**src/rtl/apb_arbiter.sv**
```systemverilog
// rtl/apb_arbiter.sv - two-master round-robin APB arbiter with access-phase timeout
module apb_arbiter #(
  parameter int AW      = 32,
  parameter int DW      = 32,
  parameter int TIMEOUT = 64
) (
  input  logic          APB_PCLK,
  input  logic          APB_PRESETn,
  input  logic          m0_psel,
  input  logic          m0_pwrite,
  input  logic [AW-1:0] m0_paddr,
  input  logic [DW-1:0] m0_pwdata,
  output logic [DW-1:0] m0_prdata,
  output logic          m0_pready,
  output logic          m0_perr,
  input  logic          m1_psel,
  input  logic          m1_pwrite,
  input  logic [AW-1:0] m1_paddr,
  input  logic [DW-1:0] m1_pwdata,
  output logic [DW-1:0] m1_prdata,
  output logic          m1_pready,
  output logic          m1_perr,
  output logic          s_psel,
  output logic          s_penable,
  output logic          s_pwrite,
  output logic [AW-1:0] s_paddr,
  output logic [DW-1:0] s_pwdata,
  input  logic [DW-1:0] s_prdata,
  input  logic          s_pready,
  input  logic          s_perr,
  output logic          grant,
  output logic          busy
);
  localparam int CW = $clog2(TIMEOUT) + 1;
  localparam logic [CW-1:0] LAST = CW'(TIMEOUT - 1);

  typedef enum logic [1:0] {IDLE, SETUP, ACCESS} state_t;

  state_t        r_state;
  state_t        w_next;
  logic          r_grant;
  logic          r_pwrite;
  logic [AW-1:0] r_paddr;
  logic [DW-1:0] r_pwdata;
  logic [CW-1:0] r_cnt;

  logic          w_req;
  logic          w_pick;
  logic          w_timeout;
  logic          w_end;
  logic          w_done;
  logic [DW-1:0] w_rdata;
  logic          w_err;

  // On a tie the master that did not own the last transfer wins
  assign w_req     = m0_psel | m1_psel;
  assign w_pick    = (m0_psel && m1_psel) ? ~r_grant : ~m0_psel;
  assign w_timeout = (TIMEOUT != 0) && (r_cnt == LAST) && !s_pready;
  assign w_end     = (r_state == ACCESS) && (s_pready || w_timeout);
  // A reset arriving during the completing cycle suppresses the strobe
  assign w_done    = w_end && APB_PRESETn;
  assign w_rdata   = (s_pready && !r_pwrite) ? s_prdata : '0;
  assign w_err     = s_pready ? s_perr : 1'b1;

  always_ff @(posedge APB_PCLK) begin
    if (!APB_PRESETn) r_state <= IDLE;
    else              r_state <= w_next;
  end

  always_comb begin
    w_next = r_state;
    case (r_state)
      IDLE:    if (w_req) w_next = SETUP;
      SETUP:   w_next = ACCESS;
      ACCESS:  if (w_end) w_next = IDLE;
      default: w_next = IDLE;
    endcase
  end

  always_ff @(posedge APB_PCLK) begin
    if (!APB_PRESETn) begin
      r_grant  <= 1'b1;
      r_pwrite <= 1'b0;
      r_paddr  <= '0;
      r_pwdata <= '0;
      r_cnt    <= '0;
    end else begin
      if (r_state == IDLE && w_req) begin
        r_grant  <= w_pick;
        r_pwrite <= w_pick ? m1_pwrite : m0_pwrite;
        r_paddr  <= w_pick ? m1_paddr  : m0_paddr;
        r_pwdata <= w_pick ? m1_pwdata : m0_pwdata;
      end
      // Saturates so a disabled timeout with a hung slave never wraps
      if (r_state == ACCESS && !w_end) begin
        if (r_cnt != '1) r_cnt <= r_cnt + 1'b1;
      end else begin
        r_cnt <= '0;
      end
    end
  end

  always_comb begin
    s_psel    = (r_state != IDLE);
    s_penable = (r_state == ACCESS);
    busy      = (r_state != IDLE);
    m0_pready = 1'b0;
    m0_perr   = 1'b0;
    m0_prdata = '0;
    m1_pready = 1'b0;
    m1_perr   = 1'b0;
    m1_prdata = '0;
    if (w_done) begin
      if (r_grant) begin
        m1_pready = 1'b1;
        m1_perr   = w_err;
        m1_prdata = w_rdata;
      end else begin
        m0_pready = 1'b1;
        m0_perr   = w_err;
        m0_prdata = w_rdata;
      end
    end
  end

  assign s_pwrite = r_pwrite;
  assign s_paddr  = r_paddr;
  assign s_pwdata = r_pwdata;
  assign grant    = r_grant;

endmodule

```
**config.mk**
```make
export PLATFORM = sky130hd
export DESIGN_NAME = apb_arbiter
export DESIGN_NICKNAME = d
export VERILOG_FILES = /design/src/rtl/apb_arbiter.sv
export SDC_FILE = /design/constraint.sdc
export NUM_CORES = 1
export LEC_CHECK = 0
export ABC_AREA = 1
export CORE_ASPECT_RATIO = 0.9
export CORE_MARGIN = 1
export CORE_UTILIZATION = 33
export CTS_CLUSTER_DIAMETER = 30
export DETAILED_ROUTE_END_ITERATION = 12
export PLACE_DENSITY = 0.77
export SLEW_MARGIN = 20
export SYNTH_ARGS = -nofsm -noshare
export SYNTH_HDL_FRONTEND = slang
export SYNTH_SLANG_ARGS = --single-unit
```
**constraint.sdc**
```tcl
create_clock -name APB_PCLK -period 1.9 [get_ports APB_PCLK]
set_clock_uncertainty 0.2 [all_clocks]
set_input_delay 0.285 -clock APB_PCLK [delete_from_list [all_inputs] [get_ports APB_PCLK]]
set_output_delay 0.285 -clock APB_PCLK [all_outputs]
set_load 0.05 [all_outputs]
```
# After elaboration in Yosys (flattened, before gate mapping)
# Cells that the tools add are included.
[totals]
regBits = 75
inputBits = 168
out_inout_bits = 137
wordCells = 52
[op_classes]
addsub = 1
eq_ne = 6
mux = 21
n_bitwise = 3
n_reduce_logical = 15
[ops]
columns = ["operator", "count"]
rows = [
  ["$mux W32", 7],
  ["$mux W1", 11],
  ["$add A7 B1 Y7 const B", 1],
  ["$eq A7 B6 Y1 const B", 1],
  ["$logic_and A1 B1 Y1", 7],
  ["$ne A7 B7 Y1 const B", 1],
  ["$pmux W2 S3", 1],
  ["$mux W2", 2],
  ["$reduce_and A2 Y1", 2],
  ["$logic_not A1 Y1", 3],
  ["$eq A2 B1 Y1 const B", 1],
  ["$eq A2 B2 Y1 const B", 1],
  ["$logic_not A2 Y1", 1],
  ["$ne A2 B1 Y1 const B", 1],
  ["$ne A2 B2 Y1 const B", 1],
  ["$not A1 Y1", 2],
  ["$reduce_bool A2 Y1", 1],
  ["$logic_or A1 B1 Y1", 1],
  ["$or A1 B1 Y1", 1],
]

# Logic depth before layout (Yosys ltp)
# Gate-level depths: netlist (run 1).
[depth]
ltp_word = 7
mapped_depth = 9
mapped_depth_nobuf = 8

# Least setup slack after synthesis (run 1)
# No wires, ideal clock.
[synth_timing]
path_kind = "register to output"
from = "register r_pwrite, in the netlist s_pwrite"
to = "output m0_prdata[22]"
arrival_ns = 1.915
t_required_ns = 1.415
path_slack_ns = -0.500
stages_incl_launch_ff = 7
path_buffers = 2
cell_sequence = "dfxtp_1 or2_1 clkbuf_1 clkbuf_1 nor2_1 nand2_1 nor2_1"
[synth_between]
elab_chain_len = 5
[synth_rtl]
columns = ["item", "line", "text"]
rows = [
  ["start: declaration", "42", "logic r_pwrite;"],
  ["start signal: assignment", "90", "r_pwrite <= w_pick ? m1_pwrite : m0_pwrite;"],
  ["$logic_not A1 Y1", "62", "assign w_rdata = (s_pready && !r_pwrite) ? s_prdata : '0;"],
  ["$logic_and A1 B1 Y1", "62", ""],
  ["$mux W32", "62", ""],
  ["$mux W32", "114", "if (r_grant) begin"],
  ["$mux W32", "113", "if (w_done) begin"],
  ["end: declaration", "13", "output logic [DW-1:0] m0_prdata,"],
]
# Every way passes these cells.

# Worst setup path after layout (run 1)
[layout_timing]
from = "register r_cnt[0]"
to = "output m0_prdata[15]"
[layout_between]
elab_chain_len = 6
[layout_rtl]
columns = ["item", "line", "text"]
rows = [
  ["start: declaration", "45", "logic [CW-1:0] r_cnt;"],
  ["start signal: assignment", "96", "if (r_cnt != '1) r_cnt <= r_cnt + 1'b1;"],
  ["$eq A7 B6 Y1", "58", "assign w_timeout = (TIMEOUT != 0) && (r_cnt == LAST) && !s_pready;"],
  ["$logic_and A1 B1 Y1", "58", ""],
  ["$logic_or A1 B1 Y1", "59", "assign w_end = (r_state == ACCESS) && (s_pready || w_timeout);"],
  ["$logic_and A1 B1 Y1", "59", ""],
  ["$logic_and A1 B1 Y1", "61", "assign w_done = w_end && APB_PRESETn;"],
  ["$mux W32", "113", ""],
]
# Every way passes these cells.

==> results of run 1 <==
[area by class of cell]
class                   instances  area [um^2]  area share
clock inverters                 3        46.29    0.004725
flip-flops and latches         75         1509      0.1540
clock buffers                  12        266.5     0.02720
well taps                     168        210.2     0.02145
multi-input cells             602         3110      0.3175
repair buffers                352         4228      0.4315
inverters                     113        427.9     0.04367
[cell usage after synthesis]
cell / number / share of area
a21oi_1: 2 / 0.0022
nand2_1: 210 / 0.17
buf_4: 6 / 0.0098
inv_1: 109 / 0.089
ha_1: 1 / 0.0027
buf_2: 18 / 0.020
dfxtp_1: 75 / 0.33
buf_1: 4 / 0.0033
or2_1: 1 / 0.0014
nor2_1: 306 / 0.25
xnor2_1: 3 / 0.0057
or2_2: 1 / 0.0014
nand3_1: 6 / 0.0066
a21oi_4: 1 / 0.0036
o211ai_1: 1 / 0.0016
inv_2: 4 / 0.0033
o21bai_1: 1 / 0.0016
clkbuf_1: 24 / 0.020
o31ai_1: 1 / 0.0016
o21ai_1: 2 / 0.0022
o21ai_0: 64 / 0.070
clkbuf_2: 2 / 0.0022
nor4_1: 1 / 0.0014
[flip-flops by register name (all words and copies together), names as in the netlist]
name,flops
s_paddr,32
grant,1
r_state,2
s_pwrite,1
s_pwdata,32
r_cnt,7
[cell families after synthesis]
logic type,Yosys count,synth area share
compound gates,72,0.08279
xor+xnor,3,0.005739
fa+ha+maj,1,0.002732
buf+inv,167,0.1473
flops,75,0.3279
simple gates,525,0.4336
[critical path, stage by stage, from the launching register on]
cell and delay, ns:
dfxtp_2 0.35, ha_4 0.15, nand3_4 0.09, inv_4 0.07
nand2_4 0.06, nand2_8 0.09, nand2_8 0.10, clkbuf_16 0.20
nor2_4 0.14, buf_12 0.14
[stage by stage]
| stage | power [mW] | setup TNS (ns) | cell area [um^2] |
|---|---|---|---|
| 6_report | 6.189 | -19.01 | 9798 |
| 5_1_grt | 6.494 | -24.12 | 9798 |
| 4_1_cts | 6.194 | -20.69 | 9668 |
| 3_5_place_dp | 4.328 | -29.09 | 9129 |
| 3_3_place_gp | 4.296 | -25.94 | 9129 |
| 2_1_floorplan | 3.344 | -1.372 | 5147 |
[timing repair]
| item | CTS | global route |
|---|---|---|
| setup endpoints to repair | 68 | 68 |
| gates cloned | 3 | 3 |
| gates resized for setup | 47 | 15 |
| pin swaps | 13 | 9 |
| setup buffers | 1 | 1 |
[per-layer routing]
| layer | GRT usage | vias up | part of all wire |
|---|---|---|---|
| met4 | 0.1092 | 0 | 0.029 |
| met3 | 0.06754 | 35 | 0.070 |
| li1 | - | 3091 | - |
| met5 | 0 | - | 0 |
| met2 | 0.4405 | 232 | 0.52 |
| met1 | 0.2575 | 2652 | 0.38 |
[final timing paths]
check | startpoint | end | slack (ns) | cells past startpoint
max reg2reg | grant | s_pwdata[16] | 0.24 | 8
max | r_cnt[0] | m0_prdata[15] | -0.31 | 9
min | s_pready | r_cnt[6] | 0.08 | 2
min reg2reg | r_state[1] | r_state[1] | 0.27 | 1
[power groups by stage]
stage,clock [mW],combinational [mW],sequential [mW]
floorplan,0,0.849,2.50
CTS,1.81,2.53,1.85
global placement,0,2.42,1.87
detailed placement,0,2.45,1.88
global route,1.88,2.74,1.87
finish,1.78,2.56,1.85
==> impl_metrics.yaml, run 1 <==
yosys:
  ys_warn_count: 0
  syn_inst: 843
  synth_area_per_cell_um2: 5.432
  seq_area_frac_synth: 0.3279
  synth_area_um2: 4579
  yosys_register_bits: 75
  synth.distinct_cells: 23
  synth_nets: 1012
timing:
  slew_viol_final: 0
  fin_crit_sh: 1.166
  max_freq_mhz: 451.6
  fin_hold_ws_ns: 0.07992
  finalSetupViolCount: 68
  fin_crit_ns: 2.215
  relSlewSlack: 0.5934
  rsz0062_at_grt: "true"
  worstMarginPinSlew_ns: 0.6098
  finalHoldViolCount: 0
  final.setup.worst_slack_ns: -0.3146
floorplan:
  die_w_um: 126.2
  fp.dieArea_um2: 14350
  start_util: 0.3401
  core_um2: 13460
  rows: 40
  pin_count: 305
  die_h_um: 113.8
drt:
  antenna_left: 0
  via_per_inst: 4.536
  drt_wl_total_mm: 17.69
  drt-initial-drc-count: 255
  post_drt_wl_per_cell_um: 13.35
  drtPass1Iterations: 4
  dr_total_vias: 6010
  drc: 0
flow_run:
  drv_cap: 0
global_route:
  grt_pass1_vias: 5629
  grt_pass1_wl_mm: 27.44
  grt_usage: 0.2405
  grt_max_degree: 67
  grt-ovfl-total: 0
  antenna_found_initial: 0
clock_network:
  postCtsHoldBufs: 0
  clk_latency_ns: 0.33
  ctsHtreeMaxLevel: 3
  clock-sinks: 75
  clkTransAtPathRegs_ns: 0.06
  cts_tree: "built"
  cts_root_buf: "clkbuf_16"
  numCtsBuffers: 9
  clockBufferDepth: 2
place:
  place_hpwl_mm: 12.89
  place_ws_ns: -0.4285
  dp.cells: 1302
  port_buffers: 304
  place.gp.congestion: 0.8181
run_status:
  violations: "negative setup slack"
  status: "finished with violations"
pwr:
  leakage_nw: 4.405
  p_per_area_nw_per_um2: 631.6
  power_frac_seq: 0.299
  p_clk_frac: 0.288
  power.net_switching_mw: 2.319
  internal_power_mw: 3.870
  pwr-share-comb: 0.413
  swShare: 0.3747
  peakVddDrop_mv: 0.4217
layout:
  final_common_cell: "nor2_1"
  drive_gt1_frac: 0.2774
  diodes: 0
  mostFrequentLayoutCells: "nor2_1 (212), nand2_1 (198), clkdlybuf4s50_1 (165)"
  nNetsFinal: 1322
  syn_to_final_growth_pct: 114.0
  instances_no_fill: 1325
  num-fill-cells: 1011
  fin_util: 0.7278
critical_path:
  cp_data_arrival_time_ns: 1.73
  start_kind: "register"
  path_class: "register to primary output"
  crit_fanout: 7
  required_ns: 1.41
  end_kind: "primary output"
min_path:
  hp-class: "input pin to register"
(Power assumes the default switching activity.)
==> inputs of run 2 (changes only) <==
Settings changed: CORE_ASPECT_RATIO 0.9 to 1.75, CTS_CLUSTER_DIAMETER 30 to not set.
==> impl_metrics.yaml, run 2 (synthesis gave the netlist of run 1 again) <==
floorplan:
  die_h_um: 157.8
  fp.dieArea_um2: 14370
  core_um2: 13450
  die_w_um: 91.05
  rows: 56
  pin_count: 305
  start_util: 0.3404
layout:
  syn_to_final_growth_pct: 113.1
  seqCellArea_um2: 1509
  nNetsFinal: 1323
  drive_gt1_frac: 0.2597
  fin_util: 0.7254
  multi_input_area_um2: 3024
  num-fill-cells: 1025
  diodes: 0
  mostFrequentLayoutCells: "nor2_1 (229), nand2_1 (202), clkdlybuf4s50_1 (165)"
  final_common_cell: "nor2_1"
drt:
  antenna_left: 0
  drc: 0
  dr_total_vias: 6014
  drt-initial-drc-count: 173
  via_per_inst: 4.512
  drtPass1Iterations: 5
  drt_wl_total_mm: 17.63
  post_drt_wl_per_cell_um: 13.23
pwr:
  p_per_area_nw_per_um2: 643.4
  leakage_nw: 4.403
  peakVddDrop_mv: 0.6959
  power_mw: 6.279
global_route:
  grt_max_degree: 67
  top_usage_layer: "met2"
  antenna_found_initial: 0
  grt_pass1_vias: 5787
  met2_usage: 0.4787
  grt_usage: 0.2457
  grtUsageMet1: 0.2274
  grt-ovfl-total: 0
  grt_pass1_wl_mm: 27.71
  met3_usage: 0.06676
place:
  place.gp.congestion: 0.8009
  port_buffers: 304
  place_hpwl_mm: 13.34
  place_ws_ns: -0.4329
timing:
  fin_crit_sh: 1.176
  slew_viol_final: 0
  worstMarginPinSlew_ns: 0.6063
  finalSetupViolCount: 68
  fin_crit_ns: 2.235
  relSlewSlack: 0.5958
  max_freq_mhz: 447.5
  setup_tns_ns: -19.36
  rsz0062_at_grt: "true"
  fin_hold_ws_ns: 0.08538
  final.setup.worst_slack_ns: -0.3345
  finalHoldViolCount: 0
run_status:
  violations: "negative setup slack"
  status: "finished with violations"
clock_network:
  clkTransAtPathRegs_ns: 0.06
  postCtsHoldBufs: 0
  clk_latency_ns: 0.33
  cts_tree: "built"
  clockBufferDepth: 2
  ctsHtreeMaxLevel: 3
  clock-sinks: 75
  numCtsBuffers: 9
  cts_root_buf: "clkbuf_16"
critical_path:
  cp_data_arrival_time_ns: 1.75
  crit_fanout: 14
  path_class: "register to primary output"
  required_ns: 1.41
  end_kind: "primary output"
  start_kind: "register"
min_path:
  hp-class: "input pin to register"
flow_run:
  drv_cap: 0
[run 2: cell count changes in the layout (fill, tap and decap cells not counted), sizes merged]
cell,delta
bufinv,+1
inv,+1
clkbuf,-3
buf,+3
[run 2: through the flow]
stage	instances	cell area, um^2
floorplan	843	5147
detailed placement	1313	9236
finish	1333	9759
global placement	1313	9236
global route	1333	9759
CTS	1333	9744
[run 2: repair_timing]
action,in CTS,in global routing
pin swaps,13,7
endpoints found under the setup margin,68,68
setup buffers,0,0
gates cloned,4,0
gates resized for setup,30,3
[run 2: worst paths after layout]
| check | cells after the start | end | slack, ns | startpoint |
|---|---|---|---|---|
| setup reg to reg | 7 | s_pwdata[8] | 0.29 | r_state[1] |
| hold / removal | 2 | r_cnt[6] | 0.09 | s_pready |
| setup / recovery | 9 | m1_prdata[10] | -0.33 | r_cnt[0] |
| hold reg to reg | 2 | r_cnt[6] | 0.27 | r_cnt[6] |
[run 2: report_power, final]
| group | total (mW) | leakage [nW] | switching [mW] | internal (mW) |
|---|---|---|---|---|
| clock | 1.87 | 0.156 | 0.674 | 1.19 |
| sequential | 1.85 | 0.623 | 0.0928 | 1.76 |
| combinational | 2.56 | 3.62 | 1.55 | 1.01 |
| total | 6.28 | 4.40 | 2.31 | 3.97 |
[run 2: final cells by class]
| class | instances | area share |
|---|---|---|
| inverter | 113 | 0.04359 |
| clock inverter | 5 | 0.008718 |
| tap | 174 | 0.02231 |
| clock buffer | 11 | 0.02487 |
| sequential | 75 | 0.1546 |
| multi-input combinational | 602 | 0.3099 |
| timing repair buffer | 353 | 0.4360 |
[run 2: layer usage]
layer / part of all wire / wire (um)
met1: 0.34 / 5942
met3: 0.070 / 1229
met4: 0.050 / 878
met2: 0.54 / 9580
met5: 0 / 0
[run 2: critical path, stage by stage (launching register included)]
cell,delay [ns]
dfxtp_2,0.36
ha_4,0.15
nand3_4,0.07
inv_2,0.06
nand2_2,0.06
nand2_4,0.11
nand2_8,0.11
buf_12,0.19
nor2_4,0.14
buf_12,0.15
